$ cat src/rtl/pulse2level.sv
`default_nettype none
// ============================================================================
// Module      : pulse2level
// Description : Rebuilds a stable level from single-cycle rise / fall /
//               double (toggle) event pulses. A minimum hold time separates
//               level changes. One request arriving during the hold is kept in
//               a pending slot; newer requests overwrite it and are counted as
//               drops. Every effective level change also raises a stretched
//               indication pulse.
//
// Ports       : clk         - clock, all logic on the rising edge
//               rst_n       - synchronous active-low reset
//               rise_in     - set-level request pulse
//               fall_in     - clear-level request pulse
//               double_in   - toggle-level request pulse
//               level_out   - registered reconstructed level
//               stretch_out - high STRETCH_LEN cycles after each change
//               busy        - hold counter running or a request pending
//               drop_cnt    - saturating count of overwritten requests
//
// Revision    : 1.0 - initial release
// ============================================================================
module pulse2level #(
    parameter logic INIT_LEVEL  = 1'b0,
    parameter int   MIN_HOLD    = 2,
    parameter int   STRETCH_LEN = 4,
    parameter int   RETRIGGER   = 1,
    parameter int   CNT_W       = 8
) (
    input  logic             clk,
    input  logic             rst_n,
    input  logic             rise_in,
    input  logic             fall_in,
    input  logic             double_in,
    output logic             level_out,
    output logic             stretch_out,
    output logic             busy,
    output logic [CNT_W-1:0] drop_cnt
);

    // Counter widths, never narrower than one bit.
    localparam int c_HOLD_W = (MIN_HOLD < 1) ? 1 : $clog2(MIN_HOLD + 1);
    localparam int c_STR_W  = (STRETCH_LEN < 2) ? 1 : $clog2(STRETCH_LEN);

    localparam logic [c_HOLD_W-1:0] c_MIN_HOLD     = c_HOLD_W'(MIN_HOLD);
    localparam logic [c_HOLD_W-1:0] c_HOLD_ONE     = c_HOLD_W'(1);
    localparam logic [c_STR_W-1:0]  c_STRETCH_LOAD = c_STR_W'(STRETCH_LEN - 1);
    localparam logic [c_STR_W-1:0]  c_STR_ONE      = c_STR_W'(1);
    localparam logic [CNT_W-1:0]    c_DROP_ONE     = CNT_W'(1);

    // FSM encoding
    localparam logic [1:0] c_ST_IDLE      = 2'd0;
    localparam logic [1:0] c_ST_HOLD      = 2'd1;
    localparam logic [1:0] c_ST_HOLD_PEND = 2'd2;

    // Request kinds. A toggle is stored as a kind, not as a target level, so
    // a queued toggle inverts whatever the level is when it is finally applied.
    localparam logic [1:0] c_K_SET    = 2'd0;
    localparam logic [1:0] c_K_CLEAR  = 2'd1;
    localparam logic [1:0] c_K_TOGGLE = 2'd2;

    logic [1:0]          r_state;
    logic [c_HOLD_W-1:0] r_hold;
    logic                r_pend_v;
    logic [1:0]          r_pend_kind;
    logic [CNT_W-1:0]    r_drop;
    logic                r_level;
    logic                r_busy;
    logic                r_stretch;
    logic [c_STR_W-1:0]  r_str_cnt;

    logic                w_req_valid;
    logic [1:0]          w_req_kind;
    logic                w_hold_zero;
    logic [1:0]          w_next_state;
    logic [c_HOLD_W-1:0] w_next_hold;
    logic                w_next_pend_v;
    logic [1:0]          w_next_pend_kind;
    logic [CNT_W-1:0]    w_next_drop;
    logic                w_next_level;
    logic                w_apply;
    logic [1:0]          w_apply_kind;
    logic                w_drop_inc;
    logic                w_target;
    logic                w_change;

    // Request decode: double_in, or rise and fall together, means toggle.
    assign w_req_valid = double_in | rise_in | fall_in;
    assign w_req_kind  = (double_in || (rise_in && fall_in)) ? c_K_TOGGLE :
                         rise_in                             ? c_K_SET    :
                                                               c_K_CLEAR;
    assign w_hold_zero = (r_hold == '0);

    always_comb begin
        w_next_state     = r_state;
        w_next_hold      = r_hold;
        w_next_pend_v    = r_pend_v;
        w_next_pend_kind = r_pend_kind;
        w_next_drop      = r_drop;
        w_next_level     = r_level;
        w_apply          = 1'b0;
        w_apply_kind     = w_req_kind;
        w_drop_inc       = 1'b0;
        w_target         = r_level;
        w_change         = 1'b0;

        case (r_state)
            c_ST_IDLE: begin
                w_apply = w_req_valid;
            end
            c_ST_HOLD: begin
                if (!w_hold_zero) begin
                    w_next_hold = r_hold - c_HOLD_ONE;
                    if (w_req_valid) begin
                        w_next_pend_v    = 1'b1;
                        w_next_pend_kind = w_req_kind;
                        w_next_state     = c_ST_HOLD_PEND;
                    end
                end else if (w_req_valid) begin
                    w_apply = 1'b1;
                end else begin
                    w_next_state = c_ST_IDLE;
                end
            end
            c_ST_HOLD_PEND: begin
                if (!w_hold_zero) begin
                    w_next_hold = r_hold - c_HOLD_ONE;
                    if (w_req_valid) begin
                        w_next_pend_kind = w_req_kind;
                        w_drop_inc       = 1'b1;
                    end
                end else begin
                    // Hold expired: a fresh request wins over the queued one.
                    w_apply       = 1'b1;
                    w_next_pend_v = 1'b0;
                    if (w_req_valid) begin
                        w_drop_inc = 1'b1;
                    end else begin
                        w_apply_kind = r_pend_kind;
                    end
                end
            end
            default: begin
                w_next_state  = c_ST_IDLE;
                w_next_hold   = '0;
                w_next_pend_v = 1'b0;
            end
        endcase

        if (w_apply) begin
            case (w_apply_kind)
                c_K_SET:   w_target = 1'b1;
                c_K_CLEAR: w_target = 1'b0;
                default:   w_target = ~r_level;
            endcase
            w_change = (w_target != r_level);
            if (w_change) begin
                w_next_level = w_target;
                if (MIN_HOLD > 0) begin
                    w_next_hold  = c_MIN_HOLD;
                    w_next_state = c_ST_HOLD;
                end else begin
                    w_next_hold  = '0;
                    w_next_state = c_ST_IDLE;
                end
            end else begin
                // No-op request: nothing to hold off, so settle in IDLE.
                w_next_hold  = '0;
                w_next_state = c_ST_IDLE;
            end
        end

        if (w_drop_inc && (r_drop != '1)) begin
            w_next_drop = r_drop + c_DROP_ONE;
        end
    end

    always_ff @(posedge clk) begin
        if (!rst_n) begin
            r_state     <= c_ST_IDLE;
            r_hold      <= '0;
            r_pend_v    <= 1'b0;
            r_pend_kind <= c_K_SET;
            r_drop      <= '0;
            r_level     <= INIT_LEVEL;
            r_busy      <= 1'b0;
        end else begin
            r_state     <= w_next_state;
            r_hold      <= w_next_hold;
            r_pend_v    <= w_next_pend_v;
            r_pend_kind <= w_next_pend_kind;
            r_drop      <= w_next_drop;
            r_level     <= w_next_level;
            r_busy      <= (w_next_hold != '0) | w_next_pend_v;
        end
    end

    // Stretcher: the counter holds the number of further high cycles left.
    always_ff @(posedge clk) begin
        if (!rst_n) begin
            r_stretch <= 1'b0;
            r_str_cnt <= '0;
        end else if (w_change && (!r_stretch || (RETRIGGER != 0))) begin
            r_stretch <= 1'b1;
            r_str_cnt <= c_STRETCH_LOAD;
        end else if (r_stretch) begin
            if (r_str_cnt == '0) begin
                r_stretch <= 1'b0;
            end else begin
                r_str_cnt <= r_str_cnt - c_STR_ONE;
            end
        end
    end

    assign level_out   = r_level;
    assign stretch_out = r_stretch;
    assign busy        = r_busy;
    assign drop_cnt    = r_drop;

endmodule
`default_nettype wire

$ cat config.mk
export PLATFORM = sky130hd
export DESIGN_NAME = pulse2level
export DESIGN_NICKNAME = d
export VERILOG_FILES = /design/src/rtl/pulse2level.sv
export SDC_FILE = /design/constraint.sdc
export NUM_CORES = 1
export LEC_CHECK = 0
export BUFFER_PORTS_ARGS = -buffer_cell sky130_fd_sc_hd__clkbuf_2
export CORE_AREA = 2 2 49 51
export CTS_BUF_LIST = sky130_fd_sc_hd__clkbuf_16
export DETAILED_ROUTE_END_ITERATION = 16
export DIE_AREA = 0 0 51 53
export PLACE_DENSITY = 0.75
export SKIP_LAST_GASP = 1
export SYNTH_ARGS = -nofsm -noshare
export SYNTH_HDL_FRONTEND = slang
export SYNTH_SLANG_ARGS = --single-unit
$ cat constraint.sdc
create_clock -name clk -period 2.3 [get_ports clk]
set_input_delay 0.46 -clock clk [delete_from_list [all_inputs] [get_ports clk]]
set_output_delay 0.46 -clock clk [all_outputs]
set_load 0.01 [all_outputs]
Word level (Yosys, flattened, before mapping)
Index checks and enable logic that the tools add are counted.

storage, ports and cells
  bits in registers = 20
  input port bits = 5
  output and inout bits = 11
  word-level logic and storage cells = 74

operators by class
  $add $sub $neg = 3
  eq/ne operators = 9
  multiplexer cells = 33
  bitwise logic cells = 5
  reductions and logical operators = 15

operators by type and width
  operator                                                            count
  2-bit 2-to-1 mux                                                    14
  1-bit 2-to-1 mux                                                    14
  8-bit by 1-bit adder with 8-bit output, second input constant       1
  2-bit logical NOT                                                   4
  4-bit != test, second input constant                                2
  8-bit != test, second input constant                                1
  2-bit case mux with 2 select lines                                  2
  1-bit case mux with 3 select lines                                  2
  2-bit AND reduction                                                 3
  2-bit by 1-bit == test with 1-bit output, second input constant     2
  2-bit nonzero test                                                  2
  2-bit OR reduction                                                  2
  2-bit by 1-bit subtractor with 2-bit output, second input constant  2
  1-bit OR                                                            3
  3-bit AND reduction                                                 1
  2-bit == test, second input constant                                1
  1-bit logical AND                                                   2
  2-bit by 1-bit != test with 1-bit output, second input constant     1
  2-bit != test, second input constant                                1
  1-bit NOT                                                           2
  1-bit case mux with 2 select lines                                  1
  1-bit logical OR                                                    1
  1-bit != test                                                       1

Logic depth before layout (Yosys ltp)
Gate-level depths: netlist of the first run.

  depth after elaboration = 14
  gate-level depth with buffers = 7
  gate-level depth less buffers = 6

Worst setup path after synthesis of the first run
No wires, ideal clock.

  path kind = input port to flip-flop
  start point = in fall_in
  end point = reg r_busy, in the netlist busy
  data arrival time = 1.555 ns
  required time = 2.165 ns
  setup slack = 0.611 ns
  cell stages on the path = 5
  path buffers = 1
  cell sequence = buf_6 -> or3_4 -> a311o_1 -> nand2_1 -> o211ai_1

between the ends
  longest elaborated chain between the ends = 14
  elaborated cells between the ends (all ways) = 22
  classes of those cells = eq/ne: 2; mux: 14; bitwise: 2; reduce/logical: 4

ends and longest elaborated chain
  element                                                                        line  source
  start: declaration                                                             33    input logic fall_in,
  1-bit logical AND                                                              89    assign w_req_kind = (double_in || (rise_in && fall_in)) ? c_K_TOGGLE :
  1-bit logical OR                                                               89
  2-bit 2-to-1 mux                                                               89
  2-bit 2-to-1 mux                                                               136   if (w_req_valid) begin
  2-bit 2-to-1 mux                                                               126   if (!w_hold_zero) begin
  2-bit 2-to-1 mux                                                               107   case (r_state)
  2-bit by 1-bit == test with 1-bit output or 2-bit logical NOT (tied branches)  151   case (w_apply_kind)
  1-bit case mux with 2 select lines                                             151
  1-bit 2-to-1 mux                                                               150   if (w_apply) begin
  1-bit != test                                                                  156   w_change = (w_target != r_level);
  2-bit 2-to-1 mux                                                               157   if (w_change) begin
  2-bit 2-to-1 mux                                                               150
  2-bit nonzero test                                                             194   r_busy <= (w_next_hold != '0) | w_next_pend_v;
  1-bit OR *                                                                     194
  end signal: assignment                                                         194
  end: declaration                                                               68    logic r_busy;

Every way passes the cells marked *; elsewhere a longest branch is shown, timed or not. The select of a mux whose other input is x is not followed.
A chain may end at the register's enable or synchronous reset.

Final worst setup path of the first run
  start point = reg r_state[0]
  end point = reg r_stretch, in the netlist stretch_out

between the ends
  longest elaborated chain between the ends = 8
  elaborated cells between the ends (all ways) = 12
  classes of those cells = eq/ne: 4; mux: 6; reduce/logical: 2

ends and longest elaborated chain
  element                                                                        line  source
  start: declaration                                                             62    logic [1:0] r_state;
  start signal: assignment                                                       180   r_state <= c_ST_IDLE;
  start signal: assignment                                                       188   r_state <= w_next_state;
  2-bit == test                                                                  107
  2-bit 2-to-1 mux                                                               107
  2-bit by 1-bit == test with 1-bit output or 2-bit logical NOT (tied branches)  151
  1-bit case mux with 2 select lines                                             151
  1-bit 2-to-1 mux                                                               150
  1-bit != test                                                                  156
  1-bit 2-to-1 mux *                                                             150
  1-bit 2-to-1 mux *                                                             203   end else if (w_change && (!r_stretch || (RETRIGGER != 0))) begin
  end signal: assignment                                                         201   r_stretch <= 1'b0;
  end signal: assignment                                                         204   r_stretch <= 1'b1;
  end signal: assignment                                                         208   r_stretch <= 1'b0;
  end: declaration                                                               69    logic r_stretch;

Marks and branches as above.

==> reports/results.txt, run 1 <==
H-tree depth - 1
Hold Fails Final Rpt - 0
Post-synthesis net count - 152
I/O Buffers - 15
Post-route ant nets - 0
Tcrit/Tclk final - 85.3%
Worst slew pin tran - 0.768 ns
Clock Sinks - 20
Fraction of layout cells with a size suffix above 1 - 17.5%
Post-cts hold buffer count - 0
DP Worst Slack - 0.375 ns
Nets - 166
CP Class - reg2reg
Final Setup Violations - 0
Initial Util - 53.9%
Worst-Skew Late Latency - 0.25 ns
Register Area - 400 um2
Die W - 51 um
Yosys synthesis warning count - 0
Power Dens Cells - 910 nW/um2
Max-slew violation count - 0
Synth area leader - dfxtp_1
Initial DRC count - 30
Worst Hold Class - reg2reg
Vias per cell - 6.05
Data arrival time of the worst path - 2.07 ns
Pre-antenna DRT Iters - 4
Status - finished, final reports clean
WHS Endpoint - r_pend_kind[1]
Fmax - 0.510 GHz
Critical path capture point type - flip-flop
Worst R2R Start - r_state[0]
Max-slew headroom - 48.7%
Final Wtd Congestion - 0.936
Final worst slack - 0.337 ns
Clk buf depth - 2
PostCTS Resize Cnt - 0
Leak Pwr - 0.524 nW
Number of buffers created by CTS - 3
I/O pin cnt - 16
Hold path depth - 2
Initial antenna violation count - 0
Max_cap viols - 0
Synth Cell Area - 1160 um2
GR Overflow Total - 0
Synth Flop Type - dfxtp_1
Post-CTS Setup Inserts - 0
Synth area leaders - dfxtp_1 (35%), ha_1 (6.5%), a21oi_1 (6.0%), o21ai_0 (4.8%), nor2_1 (3.9%)
Register bit total from synthesis - 20
FFs w/ async S/R, synth - 0%
Layout area overhead - 15.2%
Seq/Total Area, Yosys - 34.6%
Post-synth top area share - 34.6%
Number of synthesized flops with an enable pin - 0
CTS tree - built
Tmin final - 1.96 ns
Die Ht - 53 um
Largest net degree at the start of global routing - 15
First-pass GRT wire length - 4340 um
Row cnt - 17
Syn_area_per_cell - 8.22 um2
Inserted Diodes - 0
Startpoint types - flip-flop
Clock skew - 0.00222 ns
Worst reg2reg setup slack - 0.34 ns
Area occupied by multi-input gates - 682 um2
Gr usage total - 21.0%
Unrepaired setup endpoints after global routing - false
Drt total wl - 2470 um
TNS Setup - 0 ns
DPL Wire Length - 1780 um
Netlist cell types - 44
CP Max Fanout - 7
Vias in the first global route - 1034
R2R Path End - stretch_out
Mapped Cells - 141
Die area - 2700 um2
WL/cell - 13.6 um
FILL cells - 195
Root buffer cell - clkbuf_16
Clk slew on worst S/H paths - 0.06 ns
DRC Markers - 0
Vias after detailed routing - 1101
Required time of the critical path - 2.41 ns
Worst hold start - r_pend_kind[1]
Max rail drop VDD - 445 uV
R2R cell count - 6
Core box area - 2150 um2
how the worst max path moves through the flow:
| stage | from | end | slack (ns) | cells past startpoint |
|---|---|---|---|---|
| detailed placement | r_state[0] | drop_cnt[7] | 0.38 | 6 |
| finish | r_state[0] | stretch_out | 0.34 | 6 |
| CTS | r_state[0] | drop_cnt[7] | 0.35 | 6 |
| global placement | fall_in | busy | 0.42 | 5 |
| global route | r_state[0] | drop_cnt[5] | 0.14 | 6 |
| floorplan | fall_in | busy | 0.61 | 5 |
kinds of logic (layout without fill, tap and decap cells):
| family | Yosys count | in the layout | share of synthesized area [%] |
|---|---|---|---|
| flip-flops | 20 | 20 | 34.6 |
| XOR/XNOR | 2 | 2 | 1.51 |
| buffers and inverters | 16 | 29 | 6.59 |
| AND/OR/NAND/NOR | 46 | 46 | 21.0 |
| AO/OA/AOI/OAI | 49 | 49 | 28.2 |
| adder cells (fa/ha/maj) | 6 | 6 | 6.48 |
| multiplexers | 2 | 2 | 1.73 |
through the flow:
stage                     util, %  cells  power, mW  cell area (um2)  hold slack, ns
after floorplan                 -    141      0.673             1160           0.454
after global placement       57.3    178      0.738             1230           0.480
after detailed placement     57.3    178      0.745             1230           0.476
after CTS                    62.1    182       1.22             1340           0.489
after global routing         62.1    182       1.29             1340           0.535
final                        62.1    182       1.21             1340           0.491
power breakdown:
group | switching [mW] | total, mW | internal (mW) | leakage [nW]
clock | 0.129 | 0.473 | 0.345 | 0.0511
combinational | 0.168 | 0.300 | 0.133 | 0.309
sequential | 0.0418 | 0.440 | 0.398 | 0.164
cell type report:
type	count	share of cell area [%]
repair buffers	15	5.62
multi-input cells	105	51.1
flip-flops and latches	20	30.0
inverters	10	2.81
clock buffers	3	5.62
well taps	28	2.62
clock inverters	1	2.25
worst max-delay path: stages, from the launching register on:
cell and delay, ns:
dfxtp_1 0.36, inv_1 0.09, ha_1 0.28, nor3b_1 0.22, a211o_1 0.28, a21oi_1 0.41
o21ai_0 0.18
registers in the layout (all words and copies together), names as in the netlist:
signal	count
stretch_out	1
r_str_cnt	2
r_pend_kind	2
r_state	2
r_hold	2
r_pend_v	1
level_out	1
busy	1
drop_cnt	8
per-layer routing:
metal,global-route usage [%],vias up,routed length (um)
met5,0,-,0
met4,5.41,0,17
met3,5.08,4,138
met1,25.4,517,1120
met2,37.2,33,1200
li1,-,547,-
cells in the mapped netlist, types with 2 or more instances:
cell type,count
nand3_1,4
clkbuf_1,3
inv_1,10
ha_1,6
o21ai_0,11
nor2_1,12
o32ai_1,2
o22ai_1,2
nor2b_1,2
or3_1,2
nor3_1,2
o21bai_1,2
dfxtp_1,20
or4_1,4
o31ai_1,5
or2_2,2
a21oi_1,14
buf_6,2
mux2i_1,2
nand2_1,10
cell usage in the layout, fill, tap and decap left out, drive strengths merged, types with 2 or more instances in the layout:
master	netlist	routed
o21bai	2	2
o32ai	2	2
o31ai	5	5
inv	10	10
or2	2	2
clkbuf	3	18
nor2	12	12
nand3	4	4
ha	6	6
o21ai	12	12
nor3	2	2
dfxtp	20	20
or3	3	3
or4	4	4
nor2b	2	2
nand2	10	10
mux2i	2	2
o22ai	2	2
a21oi	14	14
No activity file was read; power rests on OpenSTA's default activity.
==> run 2: changes to the inputs <==
- MAX_ROUTING_LAYER: unset -> met4
==> reports/results.txt, run 2 (synthesized netlist as in run 1, its figures left out) <==
Final Setup Violations - 0
DRC Markers - 0
Number of buffers created by CTS - 3
Critical path capture point type - flip-flop
Largest stage delay, worst path - 0.54 ns
PostCTS Resize Cnt - 0
Core box area - 2150 um2
Worst path cell trace - inv_1 -> ha_1 -> o31ai_1 -> o21bai_1 -> or4_1 -> a21oi_1
WL/cell - 13.8 um
Number of flip-flops in the largest register - 8
Die Ht - 53 um
Inserted Diodes - 0
Vias in the first global route - 954
Worst Hold Class - reg2reg
Max-slew headroom - 49.6%
Most common cell after layout, fill and taps aside - dfxtp_1
H-tree depth - 1
Layout area overhead - 12.6%
Data arrival time of the worst path - 2.14 ns
Initial DRC count - 57
Root buffer cell - clkbuf_16
Vias per cell - 6.11
Startpoint types - flip-flop
R2R cell count - 6
Post-CTS Setup Inserts - 0
Fmax - 0.510 GHz
Pre-antenna DRT Iters - 4
Clock skew - 0.00221 ns
Largest net degree at the start of global routing - 15
Nets - 166
TNS Setup - 0 ns
Status - finished, final reports clean
Tmin final - 1.96 ns
Fraction of layout cells with a size suffix above 1 - 17.0%
Worst Setup EP - drop_cnt[7]
Worst hold start - drop_cnt[7]
I/O Buffers - 15
Row cnt - 17
Commonest non-fill, non-tap cells in the layout - dfxtp_1 (20), clkbuf_2 (15), a21oi_1 (14)
Worst slew pin tran - 0.754 ns
Post-place instance area - 1230 um2
I/O pin cnt - 16
Unrepaired setup endpoints after global routing - false
First-pass GRT wire length - 4050 um
Vias after detailed routing - 1106
Post-cts hold buffer count - 0
Clk buf depth - 2
Initial Util - 53.9%
Max rail drop VDD - 660 uV
Max-slew violation count - 0
DPL Wire Length - 1770 um
CP Class - reg2reg
R2R Path End - drop_cnt[7]
Required time of the critical path - 2.48 ns
Crit path from - r_state[0]
CP Max Fanout - 12
Power Dens Cells - 832 nW/um2
GR Overflow Total - 0
Placed Cells incl. Taps - 178
Max_cap viols - 0
WHS - 0.500 ns
Clk slew on worst S/H paths - 0.05 ns
Worst R2R Start - r_state[0]
Leak Pwr - 0.510 nW
CTS tree - built
Hold Fails Final Rpt - 0
Worst reg2reg setup slack - 0.34 ns
Worst-Skew Late Latency - 0.25 ns
Post-route ant nets - 0
Gr usage total - 20.5%
CP max stage cell - or4_1
Clock Sinks - 20
Final Wtd Congestion - 0.959
Die W - 51 um
Initial antenna violation count - 0
Tcrit/Tclk final - 85.3%
Design area - 1310 um2
Non-Filler Instances - 181
Die area - 2700 um2
Drt total wl - 2490 um
==> run 2: cell type report <==
class	instances	area (um2)
fill	189	843
multi-input combinational	105	682
sequential	20	400
clock buffer	3	75.1
timing repair buffer	15	75.1
inverter	10	37.5
tap	28	35.0
==> run 2: worst min-delay path by stage <==
stage | end | depth (start not counted) | slack (ns)
floorplan | r_pend_kind[1] | 2 | 0.45
global placement | drop_cnt[7] | 2 | 0.48
detailed placement | r_pend_kind[1] | 2 | 0.49
CTS | r_pend_kind[1] | 2 | 0.50
global route | level_out | 2 | 0.54
finish | drop_cnt[7] | 2 | 0.50
==> run 2: layer usage <==
| layer | track usage, % | vias to the layer above | wire length [um] |
|---|---|---|---|
| li1 | - | 549 | - |
| met1 | 23.4 | 508 | 1130 |
| met2 | 35.1 | 47 | 1160 |
| met3 | 5.08 | 2 | 192 |
| met4 | 7.21 | 0 | 12 |
| met5 | - | - | 0 |
==> run 2: power by group <==
group          internal [mW]  switching (mW)
clock                  0.229           0.117
combinational          0.133           0.168
sequential             0.399          0.0411
total                  0.760           0.325
==> run 2: critical path: cells and delay by family, from the launching register on <==
kind                       cells  cell delay, ns
AOI/OAI and AO/OA              3            0.63
adders and majority gates      1            0.29
buffers and inverters          1            0.10
DFF                            1            0.32
and+or+nand+nor                1            0.54
==> run 2: through the flow <==
stage	power, mW	setup slack, ns	utilization (%)
detailed placement	0.740	0.382	57.3
finish	1.09	0.339	60.7
floorplan	0.673	0.611	-
global route	1.15	0.127	60.7
CTS	1.09	0.377	60.7
global placement	0.739	0.415	57.3
